==> config.mk <==
export PLATFORM = sky130hd
export DESIGN_NAME = alu_functional_unit
export DESIGN_NICKNAME = d
export VERILOG_FILES = /design/src/rtl/tomasulo_pkg.sv /design/src/rtl/alu_functional_unit_queue.sv /design/src/rtl/alu_functional_unit.sv
export SDC_FILE = /design/constraint.sdc
export NUM_CORES = 1
export LEC_CHECK = 0
export CAP_MARGIN = 20
export CORE_MARGIN = 3
export CORE_UTILIZATION = 35
export CTS_CLUSTER_DIAMETER = 50
export CTS_CLUSTER_SIZE = 8
export DETAILED_ROUTE_END_ITERATION = 16
export GPL_ROUTABILITY_DRIVEN = 0
export GPL_TIMING_DRIVEN = 0
export PLACE_DENSITY = 0.54
export SYNTH_ARGS = -nofsm -noshare
export SYNTH_HDL_FRONTEND = slang
export SYNTH_SLANG_ARGS = --single-unit
==> constraint.sdc <==
create_clock -name clock -period 7.6 [get_ports clock]
set_clock_uncertainty 0.2 [all_clocks]
set_input_delay 2.28 -clock clock [delete_from_list [all_inputs] [get_ports clock]]
set_output_delay 2.28 -clock clock [all_outputs]
set_load 0.01 [all_outputs]
==> src/rtl/tomasulo_pkg.sv <==
// Shared Tomasulo definitions: dispatch packet layout, CDB solution layout,
// ALU opcodes and the functional-unit FSM encoding.
package tomasulo_pkg;

   localparam int DATA_W  = 16;
   localparam int TAG_W   = 3;
   localparam int RD_W    = 4;
   localparam int OP_W    = 4;
   localparam int SHAMT_W = 4;

   localparam int PKT_W = TAG_W + OP_W + RD_W + 2 * DATA_W;
   localparam int SOL_W = RD_W + TAG_W + DATA_W;

   localparam int PKT_C_LSB   = 0;
   localparam int PKT_B_LSB   = 16;
   localparam int PKT_RD_LSB  = 32;
   localparam int PKT_OP_LSB  = 36;
   localparam int PKT_TAG_LSB = 40;

   localparam int SOL_DATA_LSB = 0;
   localparam int SOL_TAG_LSB  = 16;
   localparam int SOL_RD_LSB   = 19;

   localparam logic [OP_W-1:0] OP_ADD = 4'b0000;
   localparam logic [OP_W-1:0] OP_SUB = 4'b0001;
   localparam logic [OP_W-1:0] OP_AND = 4'b0010;
   localparam logic [OP_W-1:0] OP_OR  = 4'b0011;
   localparam logic [OP_W-1:0] OP_SLT = 4'b0100;
   localparam logic [OP_W-1:0] OP_MUL = 4'b0101;
   localparam logic [OP_W-1:0] OP_SHL = 4'b0110;
   localparam logic [OP_W-1:0] OP_SHR = 4'b0111;
   localparam int              OP_MEM_BIT = 3;

   typedef struct packed {
      logic [TAG_W-1:0]  tag;
      logic [OP_W-1:0]   op;
      logic [RD_W-1:0]   rd;
      logic [DATA_W-1:0] b;
      logic [DATA_W-1:0] c;
   } alu_pkt_t;

   typedef enum logic [1:0] {
      S_IDLE,
      S_EXEC,
      S_WB
   } fu_state_e;

endpackage

==> src/rtl/alu_functional_unit_queue.sv <==
// Small synchronous FIFO in front of the ALU; full is registered from the
// next occupancy so the dispatch stall is glitch-free.
module fu_queue #(
   parameter int W     = 43,
   parameter int DEPTH = 2
) (
   input  logic         clock,
   input  logic         reset_n,
   input  logic         push,
   input  logic         pop,
   input  logic [W-1:0] din,
   output logic [W-1:0] dout,
   output logic         full,
   output logic         empty
);

   localparam int AW = (DEPTH > 1) ? $clog2(DEPTH) : 1;
   localparam int CW = $clog2(DEPTH + 1);

   logic [W-1:0]  mem [DEPTH];
   logic [AW-1:0] wr_ptr;
   logic [AW-1:0] rd_ptr;
   logic [CW-1:0] count;
   logic [CW-1:0] count_nxt;
   logic          do_push;
   logic          do_pop;

   function automatic logic [AW-1:0] bump(input logic [AW-1:0] p);
      return (p == AW'(DEPTH - 1)) ? '0 : p + 1'b1;
   endfunction

   // A push on a full queue is refused even when a pop shares the edge.
   assign do_push   = push && !full;
   assign do_pop    = pop && !empty;
   assign empty     = (count == '0);
   assign dout      = mem[rd_ptr];
   assign count_nxt = count + CW'(do_push) - CW'(do_pop);

   always_ff @(posedge clock or negedge reset_n) begin
      if (!reset_n) begin
         wr_ptr <= '0;
         rd_ptr <= '0;
         count  <= '0;
         full   <= 1'b0;
      end else begin
         if (do_push) wr_ptr <= bump(wr_ptr);
         if (do_pop)  rd_ptr <= bump(rd_ptr);
         count <= count_nxt;
         full  <= (count_nxt == CW'(DEPTH));
      end
   end

   always_ff @(posedge clock) begin
      if (do_push) mem[wr_ptr] <= din;
   end

endmodule

==> src/rtl/alu_functional_unit.sv <==
// Integer ALU functional unit: queues dispatched packets, executes one at a
// time with fixed latency and holds each result on the CDB until granted.
module alu_functional_unit
   import tomasulo_pkg::*;
#(
   parameter int Q_DEPTH = 2,
   parameter int MUL_LAT = 3
) (
   input  logic             clock,
   input  logic             reset_n,
   input  logic             run,
   input  logic [PKT_W-1:0] instruction_in,
   input  logic             cdb_ready,
   output logic [SOL_W-1:0] solution,
   output logic             store_cdb,
   output logic             alu_busy,
   output logic [1:0]       err_flags
);

   localparam int CNT_W = (MUL_LAT > 1) ? $clog2(MUL_LAT) : 1;

   alu_pkt_t          in_pkt;
   alu_pkt_t          head;
   alu_pkt_t          ex_q;
   alu_pkt_t          ex_n;
   fu_state_e         state_q;
   fu_state_e         state_n;
   logic [CNT_W-1:0]  cnt_q;
   logic [CNT_W-1:0]  cnt_n;
   logic [SOL_W-1:0]  sol_n;
   logic              store_n;
   logic [DATA_W-1:0] result;
   logic              legal;
   logic              q_full;
   logic              q_empty;
   logic              pop;

   assign in_pkt.tag = instruction_in[PKT_TAG_LSB +: TAG_W];
   assign in_pkt.op  = instruction_in[PKT_OP_LSB +: OP_W];
   assign in_pkt.rd  = instruction_in[PKT_RD_LSB +: RD_W];
   assign in_pkt.b   = instruction_in[PKT_B_LSB +: DATA_W];
   assign in_pkt.c   = instruction_in[PKT_C_LSB +: DATA_W];

   // Memory ops never enter the queue; they only raise the sticky flag.
   assign legal = !in_pkt.op[OP_MEM_BIT];

   fu_queue #(
      .W     (PKT_W),
      .DEPTH (Q_DEPTH)
   ) u_queue (
      .clock   (clock),
      .reset_n (reset_n),
      .push    (run && legal),
      .pop     (pop),
      .din     (in_pkt),
      .dout    (head),
      .full    (q_full),
      .empty   (q_empty)
   );

   assign alu_busy = q_full;

   function automatic logic [CNT_W-1:0] lat_of(input logic [OP_W-1:0] op);
      return (op == OP_MUL) ? CNT_W'(MUL_LAT - 1) : '0;
   endfunction

   always_comb begin
      result = '0;
      unique case (ex_q.op)
         OP_ADD:  result = ex_q.b + ex_q.c;
         OP_SUB:  result = ex_q.b - ex_q.c;
         OP_AND:  result = ex_q.b & ex_q.c;
         OP_OR:   result = ex_q.b | ex_q.c;
         OP_SLT:  result = {{(DATA_W-1){1'b0}},
                             $signed(ex_q.b) < $signed(ex_q.c)};
         OP_MUL:  result = ex_q.b * ex_q.c;
         OP_SHL:  result = ex_q.b << ex_q.c[SHAMT_W-1:0];
         OP_SHR:  result = ex_q.b >> ex_q.c[SHAMT_W-1:0];
         default: result = '0;
      endcase
   end

   always_comb begin
      state_n = state_q;
      cnt_n   = cnt_q;
      ex_n    = ex_q;
      sol_n   = solution;
      store_n = store_cdb;
      pop     = 1'b0;
      unique case (state_q)
         S_IDLE: begin
            if (!q_empty) begin
               pop     = 1'b1;
               ex_n    = head;
               cnt_n   = lat_of(head.op);
               state_n = S_EXEC;
            end
         end
         S_EXEC: begin
            if (cnt_q == '0) begin
               sol_n[SOL_RD_LSB +: RD_W]     = ex_q.rd;
               sol_n[SOL_TAG_LSB +: TAG_W]   = ex_q.tag;
               sol_n[SOL_DATA_LSB +: DATA_W] = result;
               store_n = 1'b1;
               state_n = S_WB;
            end else begin
               cnt_n = cnt_q - 1'b1;
            end
         end
         S_WB: begin
            if (cdb_ready) begin
               store_n = 1'b0;
               if (!q_empty) begin
                  pop     = 1'b1;
                  ex_n    = head;
                  cnt_n   = lat_of(head.op);
                  state_n = S_EXEC;
               end else begin
                  state_n = S_IDLE;
               end
            end
         end
         default: state_n = S_IDLE;
      endcase
   end

   always_ff @(posedge clock or negedge reset_n) begin
      if (!reset_n) begin
         state_q   <= S_IDLE;
         cnt_q     <= '0;
         ex_q      <= '0;
         solution  <= '0;
         store_cdb <= 1'b0;
         err_flags <= '0;
      end else begin
         state_q   <= state_n;
         cnt_q     <= cnt_n;
         ex_q      <= ex_n;
         solution  <= sol_n;
         store_cdb <= store_n;
         err_flags <= err_flags | {run && !legal, run && legal && q_full};
      end
   end

endmodule

==> impl_metrics.env, run 1 <==
export IMPL_status="completed"
export IMPL_avgRoutedWirePerCell_um=21.2
export IMPL_drtAntennaViolNets=0
export IMPL_critPathKind="flip-flop to flip-flop"
export IMPL_die_w_um=199
export IMPL_viasPerCell=5.43
export IMPL_antenna_found_initial=0
export IMPL_reg2reg_slack_ns=0.43
export IMPL_io_buffer_count=73
export IMPL_cts_hold_buf=0
export IMPL_ff_latch_area_um2=4530
export IMPL_die_h_um=199
export IMPL_fin_util_pct=41.6
export IMPL_cp_end_kind="flip-flop"
export IMPL_grt_max_degree=68
export IMPL_ys_seq_elements=164
export IMPL_track_usage_pct=21.2
export IMPL_cp_max_fo=11
export IMPL_routed_wl_um=41700
export IMPL_hold_class="flip-flop to flip-flop"
export IMPL_fin_crit_ns=7.17
export IMPL_final_setup_viol_count=0
export IMPL_synthCells=1392
export IMPL_cts_max_path_buffers=2
export IMPL_finalCritPeriodShare_pct=94.4
export IMPL_min_to="err_flags[0]$_DFF_PN0_"
export IMPL_cts_root_buf="clkbuf_16"
export IMPL_final_common_cell="nor2_1"
export IMPL_synth_cell_type_count=76
export IMPL_whs_path_depth=1
export IMPL_yosys_warnings=0
export IMPL_fmax_mhz=139
export IMPL_grt_first_pass_wirelength_um=63600
export IMPL_fill_cells=3639
export IMPL_fin_ws_ns=0.427
export IMPL_crit_arrival_ns=7.31
export IMPL_layout_common_cells="182 x nor2_1, 161 x inv_1, 152 x nand2_1, 111 x a21oi_1, 103 x ha_1"
export IMPL_drt_initial_drc_count=1173
export IMPL_slew_headroom_pct=37.2
export IMPL_finalHoldViolCount=0
export IMPL_die_area_um2=39500
export IMPL_nets=1718
export IMPL_worst_pin_slew_ns=0.942
export IMPL_syn_avg_cell_area_um2=9.35
export IMPL_cts_setup_buffers=0
export IMPL_drive_above_1_share_pct=5.27
export IMPL_initial_core_util_pct=36.1
export IMPL_required_ns=7.73
export IMPL_core_area_um2=36100
export IMPL_reg2reg_from="ex_q[2]$_DFFE_PN0P_"
export IMPL_async_flop_share_pct=47.6
export IMPL_startpoint_type="flip-flop"
export IMPL_syn_to_final_growth_pct=15.3
export IMPL_dp_slack_ns=0.546
export IMPL_r2r_cells=23
export IMPL_cts_tree="yes"
export IMPL_timing_rr_end="solution[14]$_DFFE_PN0P_"
export IMPL_cts_sinks=164
export IMPL_syn_nets=1623
export IMPL_synth_area_um2=13000
export IMPL_core_rowCount=69
export IMPL_finalMaxSlewViolations=0
export IMPL_path_clk_slew_ns=0.09
export IMPL_rsz0062_at_grt="no"
export IMPL_finalNonFillerCells=1961
export IMPL_first_pass_iters=7
export IMPL_hpwlAfterDp_um=31800
export IMPL_cts_repair_resized=0
export IMPL_ys_seq_area_share_pct=34.8
export IMPL_multi_input_area_um2=7580
export IMPL_io_pins=74
export IMPL_grt_overflow=0
export IMPL_clk_latency_ns=0.44
export IMPL_synth_edf_count=86
export IMPL_cts_buffers=17
export IMPL_ys_flop_type="edfxtp_1"
export IMPL_tns_ns=0
export IMPL_hp_start="err_flags[0]$_DFF_PN0_"
export IMPL_grt_pass1_vias=10761
export IMPL_antennaDiodeCount=0
export IMPL_drc=0
export IMPL_vias=10648
export IMPL_h_tree_depth=4
export IMPL_dp_cells=1929
export IMPL_cap_violations=0
per-layer routing:
metal,GRT usage [%],vias up,part of all wire (%)
met1,29.8,5154,44
met4,8.25,0,4.1
met3,3.56,106,7.8
met5,0,-,0
met2,32.8,525,44
li1,-,4863,-
area by class of cell:
type	instances	share of cell area, %
clock buffers	18	3.00
repair buffers	76	5.30
inverters	169	4.23
multi-input cells	991	50.5
clock inverters	14	1.01
well taps	461	3.85
plain buffers	68	1.88
flip-flops and latches	164	30.2
cells in the mapped netlist (12+ instances only):
cell      instances  share of area (%)
buf_2            12               0.46
mux2i_1          64                4.9
clkbuf_1         46                1.3
o21ai_0          32                1.2
a21oi_1         111                4.3
o21ai_1          21               0.81
nand2_1         152                4.4
fa_1             81                 12
nor3_1           30                1.2
a211oi_1         15               0.87
nor2_1          182                5.3
dfrtp_1          78                 15
xnor2_1          45                3.0
edfxtp_1         86                 20
ha_1            103                9.9
inv_1           161                4.6
cells by family (layout without fill, tap and decap cells):
group / after synthesis / after routing / share of synthesized area, %
AOI/OAI and AO/OA: 270 / 270 / 13.0
xor gates and xnor gates: 55 / 55 / 3.70
adders and majority gates: 184 / 184 / 22.4
buffers and inverters: 237 / 345 / 7.04
DFF: 164 / 164 / 34.8
muxes: 71 / 71 / 5.87
and+or+nand+nor: 411 / 411 / 13.2
per-stage QoR:
step | hold WS (ns) | instance area, um^2
floorplan | 0.239 | 13000
global placement | 0.240 | 14300
detailed placement | 0.256 | 14400
CTS | 0.276 | 15000
global route | 0.282 | 15000
finish | 0.273 | 15000
sequential cells by signal, summed over array words and instances (netlist names), 2 cells and up:
signal,cells
u_queue.count,2
solution,23
u_queue.mem,86
err_flags,2
cnt_q,2
state_q,2
ex_q,43
critical path, cell delays in order (launching register included):
cell and delay (ns):
dfrtp_1 0.51, inv_1 0.17, clkbuf_1 0.53, clkbuf_1 0.70, nor2_1 0.13, fa_1 0.54
inv_1 0.06, fa_1 0.46, inv_1 0.06, ha_1 0.13, inv_1 0.05, fa_1 0.50
inv_1 0.05, fa_1 0.52, inv_1 0.05, fa_1 0.48, inv_1 0.04, ha_1 0.36
nor3_1 0.08, a211oi_1 0.37, a41oi_1 0.21, mux2i_1 0.40, a211oi_1 0.20, o311ai_1 0.25
worst max path at each step:
stage,slack [ns],to,from
2_1_floorplan,1.84,solution[15]$_DFFE_PN0P_,ex_q[2]$_DFFE_PN0P_
3_3_place_gp,0.48,solution[14]$_DFFE_PN0P_,ex_q[2]$_DFFE_PN0P_
3_5_place_dp,0.55,solution[14]$_DFFE_PN0P_,ex_q[2]$_DFFE_PN0P_
4_1_cts,0.51,solution[14]$_DFFE_PN0P_,ex_q[2]$_DFFE_PN0P_
5_1_grt,0.20,solution[14]$_DFFE_PN0P_,ex_q[2]$_DFFE_PN0P_
6_report,0.43,solution[14]$_DFFE_PN0P_,ex_q[2]$_DFFE_PN0P_
Power of run 1 is left out: the tool's default activity adds up to more than one toggle a clock period on the data nets, which glitch-free logic cannot reach.
==> run 2, diff against run 1 <==
--- a/config.mk
+++ b/config.mk
@@ -11,9 +11,8 @@
 export CTS_CLUSTER_DIAMETER = 50
 export CTS_CLUSTER_SIZE = 8
 export DETAILED_ROUTE_END_ITERATION = 16
-export GPL_ROUTABILITY_DRIVEN = 0
-export GPL_TIMING_DRIVEN = 0
 export PLACE_DENSITY = 0.54
+export SLEW_MARGIN = 25
 export SYNTH_ARGS = -nofsm -noshare
 export SYNTH_HDL_FRONTEND = slang
 export SYNTH_SLANG_ARGS = --single-unit
==> run 2 against run 1 <==
Critical path depth decreased by 5; die area stayed put; final cell count fell by 2.4%; worst hold slack worse by 0.012 ns; worst setup slack improved by 0.73 ns; maximum frequency is 11% higher; first-iteration DRC count fell by 15%; count of clock-buffer cells in the layout unchanged; routed wire length fell by 4.7%; via count decreased by 4.6%; global-route usage fell by 0.61 points; highest routed layer unchanged.
==> impl_metrics.env, run 2 (same netlist as run 1, synthesis figures left out) <==
export IMPL_status="completed"
export IMPL_rsz0062_at_grt="no"
export IMPL_crit_arrival_ns=6.59
export IMPL_core_rowCount=69
export IMPL_grt_overflow=0
export IMPL_nets=1670
export IMPL_layout_common_cells="181 x nor2_1, 161 x inv_1, 152 x nand2_1, 111 x a21oi_1, 103 x ha_1"
export IMPL_finalHoldViolCount=0
export IMPL_cts_tree="yes"
export IMPL_drc=0
export IMPL_first_pass_iters=5
export IMPL_fill_cells=3637
export IMPL_regMostFlops="u_queue.mem"
export IMPL_grt_first_pass_wirelength_um=61700
export IMPL_grt_use_met3_pct=3.13
export IMPL_final_common_cell="nor2_1"
export IMPL_antennaDiodeCount=0
export IMPL_die_area_um2=39500
export IMPL_cts_setup_buffers=0
export IMPL_cp_common_cell="fa_1"
export IMPL_cts_max_path_buffers=2
export IMPL_top_regs="u_queue.mem (86), ex_q (43), solution (23)"
export IMPL_viasPerCell=5.31
export IMPL_final_setup_viol_count=0
export IMPL_crit_path_cell_trace="inv_1, nor2_1, fa_1, inv_1, fa_1, inv_1, fa_1, fa_1, inv_1, fa_1, fa_1, inv_1, ha_1, or3_1, o31ai_1, xnor2_1, nand2_1, a41oi_2"
export IMPL_cpMaxStageDelayCell="dfrtp_1"
export IMPL_cts_buffers=17
export IMPL_cap_violations=0
export IMPL_cts_root_buf="clkbuf_16"
export IMPL_die_w_um=199
export IMPL_h_tree_depth=4
export IMPL_cts_repair_resized=0
export IMPL_slew_headroom_pct=40.9
export IMPL_syn_to_final_growth_pct=14.1
export IMPL_grt_util_met2_pct=32.6
export IMPL_cp_slowest_stage_delay_ns=0.85
export IMPL_drt_initial_drc_count=994
export IMPL_antenna_found_initial=0
export IMPL_grt_busiest_layer="met2"
export IMPL_multi_input_area_um2=7590
export IMPL_met1_usage_pct=29.4
export IMPL_fmax_mhz=155
export IMPL_cp_max_fo=16
export IMPL_clk_latency_ns=0.44
export IMPL_cp_end_kind="flip-flop"
export IMPL_cts_sinks=164
export IMPL_finalMaxSlewViolations=0
export IMPL_largest_reg_flops=86
export IMPL_io_buffer_count=73
export IMPL_drive_above_1_share_pct=5.92
export IMPL_drtAntennaViolNets=0
export IMPL_die_h_um=199
export IMPL_startpoint_type="flip-flop"
export IMPL_track_usage_pct=20.6
export IMPL_critPathKind="flip-flop to flip-flop"
export IMPL_initial_core_util_pct=36.1
export IMPL_routed_wl_um=39700
export IMPL_worst_pin_slew_ns=0.887
export IMPL_finalCritPeriodShare_pct=84.8
export IMPL_core_area_um2=36100
export IMPL_fin_crit_ns=6.44
export IMPL_place_congestion=1.02
export IMPL_path_clk_slew_ns=0.08
export IMPL_cts_hold_buf=0
export IMPL_ff_latch_area_um2=4540
export IMPL_hold_class="flip-flop to flip-flop"
export IMPL_hpwlAfterDp_um=29800
export IMPL_required_ns=7.75
export IMPL_tns_ns=0
export IMPL_avgRoutedWirePerCell_um=20.7
export IMPL_grt_max_degree=91
export IMPL_vias=10153
export IMPL_io_pins=74
export IMPL_grt_pass1_vias=10298
## run 2: cell types whose count changed in the layout (fill, tap and decap cells not counted), sizes merged
cell,change
buf,-2
bufinv,+2
clkbuf,-46
clkinv,-4
clkinvlp,+1
inv,+1
## run 2: final timing paths
kind                                   startpoint                          to  slack [ns]  depth (start not counted)
min in group asynchronous                 reset_n     solution[9]$_DFFE_PN0P_        1.60                          1
setup reg to reg              ex_q[3]$_DFFE_PN0P_    solution[15]$_DFFE_PN0P_        1.16                         18
hold reg to reg            err_flags[1]$_DFF_PN0_      err_flags[1]$_DFF_PN0_        0.26                          1
max in group asynchronous                 reset_n  u_queue.rd_ptr$_DFFE_PN0P_        4.52                          2
setup / recovery              ex_q[3]$_DFFE_PN0P_    solution[15]$_DFFE_PN0P_        1.16                         18
hold / removal             err_flags[1]$_DFF_PN0_      err_flags[1]$_DFF_PN0_        0.26                          1
## run 2: worst max-delay path, delay by kind of cell, from the launching register on
kind | cells | cell delay (ns)
adders and majority gates | 7 | 2.97
DFF | 1 | 0.85
buffers and inverters | 5 | 0.82
and+or+nand+nor | 3 | 0.73
AOI/OAI and AO/OA | 2 | 0.62
xor gates and xnor gates | 1 | 0.18
## run 2: per-stage QoR
step           util [%]  setup WS [ns]  area [um^2]  hold WS (ns)  cells
5_1_grt            41.2          0.895        14900         0.291   1913
4_1_cts            41.2           1.22        14900         0.270   1913
6_report           41.2           1.16        14900         0.261   1913
3_3_place_gp       39.5           1.20        14200         0.238   1881
2_1_floorplan         -           1.84        13000         0.239   1392
3_5_place_dp       39.5           1.25        14200         0.252   1881
## run 2: layout make-up
type                    instances  share of cell area (%)
multi-input cells             991                    51.1
flip-flops and latches        164                    30.5
repair buffers                 96                    6.07
inverters                     169                    4.27
well taps                     461                    3.88
clock buffers                  18                    2.89
clock inverters                14                    1.24
## run 2: routing by layer
layer,routed length (um),vias up
met1,18200,4967
met4,936,0
li1,-,4774
met5,0,-
met3,2510,56
met2,18100,356
Power of run 2 is left out for the same reason.
==> run 3, diff against run 2 <==
--- a/config.mk
+++ b/config.mk
@@ -11,7 +11,7 @@
 export CTS_CLUSTER_DIAMETER = 50
 export CTS_CLUSTER_SIZE = 8
 export DETAILED_ROUTE_END_ITERATION = 16
-export PLACE_DENSITY = 0.54
+export PLACE_DENSITY = 0.55
 export SLEW_MARGIN = 25
 export SYNTH_ARGS = -nofsm -noshare
 export SYNTH_HDL_FRONTEND = slang
==> constraint.sdc (replaced) <==
create_clock -name clock -period 5.7 [get_ports clock]
set_clock_uncertainty 0.2 [all_clocks]
set_input_delay 1.71 -clock clock [delete_from_list [all_inputs] [get_ports clock]]
set_output_delay 1.71 -clock clock [all_outputs]
set_load 0.01 [all_outputs]
==> run 3 against run 2 <==
Global-route usage up 0.77 points; maximum frequency is 16% higher; critical endpoint unchanged; worst setup slack got worse by 1.0 ns; die area unchanged; via count up 4.3%; worst hold slack worse by 0.0016 ns; largest cell class unchanged.
==> impl_metrics.env, run 3 (same netlist as run 1, synthesis figures left out) <==
export IMPL_avgRoutedWirePerCell_um=20.8
export IMPL_slew_headroom_pct=35.3
export IMPL_hpwlAfterDp_um=32200
export IMPL_cap_violations=0
export IMPL_crit_path_cell_trace="inv_1, nor2_1, fa_1, inv_1, fa_1, inv_1, fa_1, fa_1, inv_1, fa_1, fa_1, inv_1, ha_1, or3_1, o31ai_2, buf_4, xnor2_2, nand2_1, a41oi_2"
export IMPL_dp_slack_ns=-0.0515
export IMPL_grt_first_pass_wirelength_um=64100
export IMPL_final_common_cell="nor2_1"
export IMPL_ff_latch_area_um2=4540
export IMPL_finalHoldViolCount=0
export IMPL_finalCritPeriodShare_pct=97.5
export IMPL_first_pass_iters=6
export IMPL_final_setup_viol_count=0
export IMPL_cts_buffers=17
export IMPL_cp_end_kind="flip-flop"
export IMPL_initial_core_util_pct=36.1
export IMPL_layout_common_cells="180 x nor2_1, 154 x inv_1, 152 x nand2_1, 110 x a21oi_1"
export IMPL_cpMaxStageDelayCell="fa_1"
export IMPL_crit_start="ex_q[28]$_DFFE_PN0P_"
export IMPL_drtAntennaViolNets=0
export IMPL_rsz0062_at_grt="no"
export IMPL_status="completed"
export IMPL_syn_to_final_growth_pct=19.6
export IMPL_routed_wl_um=41500
export IMPL_drc=0
export IMPL_track_usage_pct=21.4
export IMPL_critPathKind="flip-flop to flip-flop"
export IMPL_regMostFlops="u_queue.mem"
export IMPL_die_h_um=199
export IMPL_grt_overflow=0
export IMPL_cp_max_fo=4
export IMPL_cp_common_cell="fa_1"
export IMPL_cts_sinks=164
export IMPL_path_clk_slew_ns=0.08
export IMPL_hold_class="flip-flop to flip-flop"
export IMPL_fill_cells=3552
export IMPL_antennaDiodeCount=0
export IMPL_h_tree_depth=4
export IMPL_cts_hold_buf=0
export IMPL_vias=10586
export IMPL_crit_arrival_ns=5.72
export IMPL_fmax_mhz=180
export IMPL_place_congestion=0.968
export IMPL_clk_latency_ns=0.43
export IMPL_viasPerCell=5.30
export IMPL_reg2reg_from="ex_q[28]$_DFFE_PN0P_"
export IMPL_core_area_um2=36100
export IMPL_die_area_um2=39500
export IMPL_cts_tree="yes"
export IMPL_grt_pass1_vias=10784
export IMPL_antenna_found_initial=0
export IMPL_crit_buf_inv=6
export IMPL_critical_path_top_delay_family="adder cells"
export IMPL_nets=1753
export IMPL_drive_above_1_share_pct=12.7
export IMPL_finalMaxSlewViolations=0
export IMPL_core_rowCount=69
export IMPL_required_ns=5.86
export IMPL_drt_initial_drc_count=989
export IMPL_top_regs="u_queue.mem (86), ex_q (43), solution (23)"
export IMPL_grt_max_degree=91
export IMPL_io_pins=74
export IMPL_hp_start="err_flags[1]$_DFF_PN0_"
export IMPL_cp_slowest_stage_delay_ns=0.54
export IMPL_io_buffer_count=73
export IMPL_die_w_um=199
export IMPL_worst_pin_slew_ns=0.966
export IMPL_multi_input_area_um2=7650
export IMPL_largest_reg_flops=86
export IMPL_cts_root_buf="clkbuf_16"
export IMPL_cts_max_path_buffers=2
export IMPL_fin_crit_ns=5.56
export IMPL_startpoint_type="flip-flop"
export IMPL_fin_ws_ns=0.142
run 3: worst paths after layout:
| check | cells past startpoint | slack, ns | endpoint |
|---|---|---|---|
| max | 19 | 0.14 | solution[15]$_DFFE_PN0P_ |
| min | 1 | 0.26 | err_flags[1]$_DFF_PN0_ |
| max reg2reg | 19 | 0.14 | solution[15]$_DFFE_PN0P_ |
| min reg2reg | 1 | 0.26 | err_flags[1]$_DFF_PN0_ |
| max in group asynchronous | 2 | 3.15 | ex_q[4]$_DFFE_PN0P_ |
| min in group asynchronous | 1 | 1.12 | solution[1]$_DFFE_PN0P_ |
run 3: metal layers:
| metal | part of all wire (%) | vias to the layer above | global-route usage [%] |
|---|---|---|---|
| li1 | - | 4943 | - |
| met1 | 45 | 5163 | 30.0 |
| met2 | 45 | 401 | 33.6 |
| met3 | 7.0 | 79 | 3.40 |
| met4 | 3.4 | 0 | 7.55 |
| met5 | 0 | - | 0 |
run 3: cell type report:
class | instances | share of cell area [%]
repair buffers | 179 | 9.94
multi-input cells | 991 | 49.2
clock buffers | 18 | 2.82
inverters | 169 | 4.12
well taps | 461 | 3.71
flip-flops and latches | 164 | 29.2
clock inverters | 14 | 1.01
run 3: worst reg2reg max path, cell delays in order (launching register included):
cell,delay [ns]
dfrtp_1,0.47
inv_1,0.17
nor2_1,0.08
fa_1,0.51
inv_1,0.06
fa_1,0.52
inv_1,0.05
fa_1,0.49
fa_1,0.54
inv_1,0.05
fa_1,0.45
fa_1,0.51
inv_1,0.05
ha_1,0.20
or3_1,0.32
o31ai_2,0.27
buf_4,0.17
xnor2_2,0.13
nand2_1,0.10
a41oi_2,0.14
run 3: per-stage QoR:
step	std cells	cell area [um^2]	hold slack, ns	utilization, %	TNS (ns)
floorplan	1392	13000	0.239	-	-0.0145
global placement	1956	14800	0.237	41.0	-0.0304
detailed placement	1956	14800	0.243	41.0	-0.0515
CTS	1988	15400	0.261	42.7	0
global route	1996	15600	0.279	43.1	0
finish	1996	15600	0.259	43.1	0
run 3: what timing repair did:
item                       CTS  global route
cloned                       0             0
gates resized for setup      2            33
buffers inserted             0             8
setup endpoints to repair    1             4
pin swaps                    0             1
Power of run 3 is left out for the same reason.
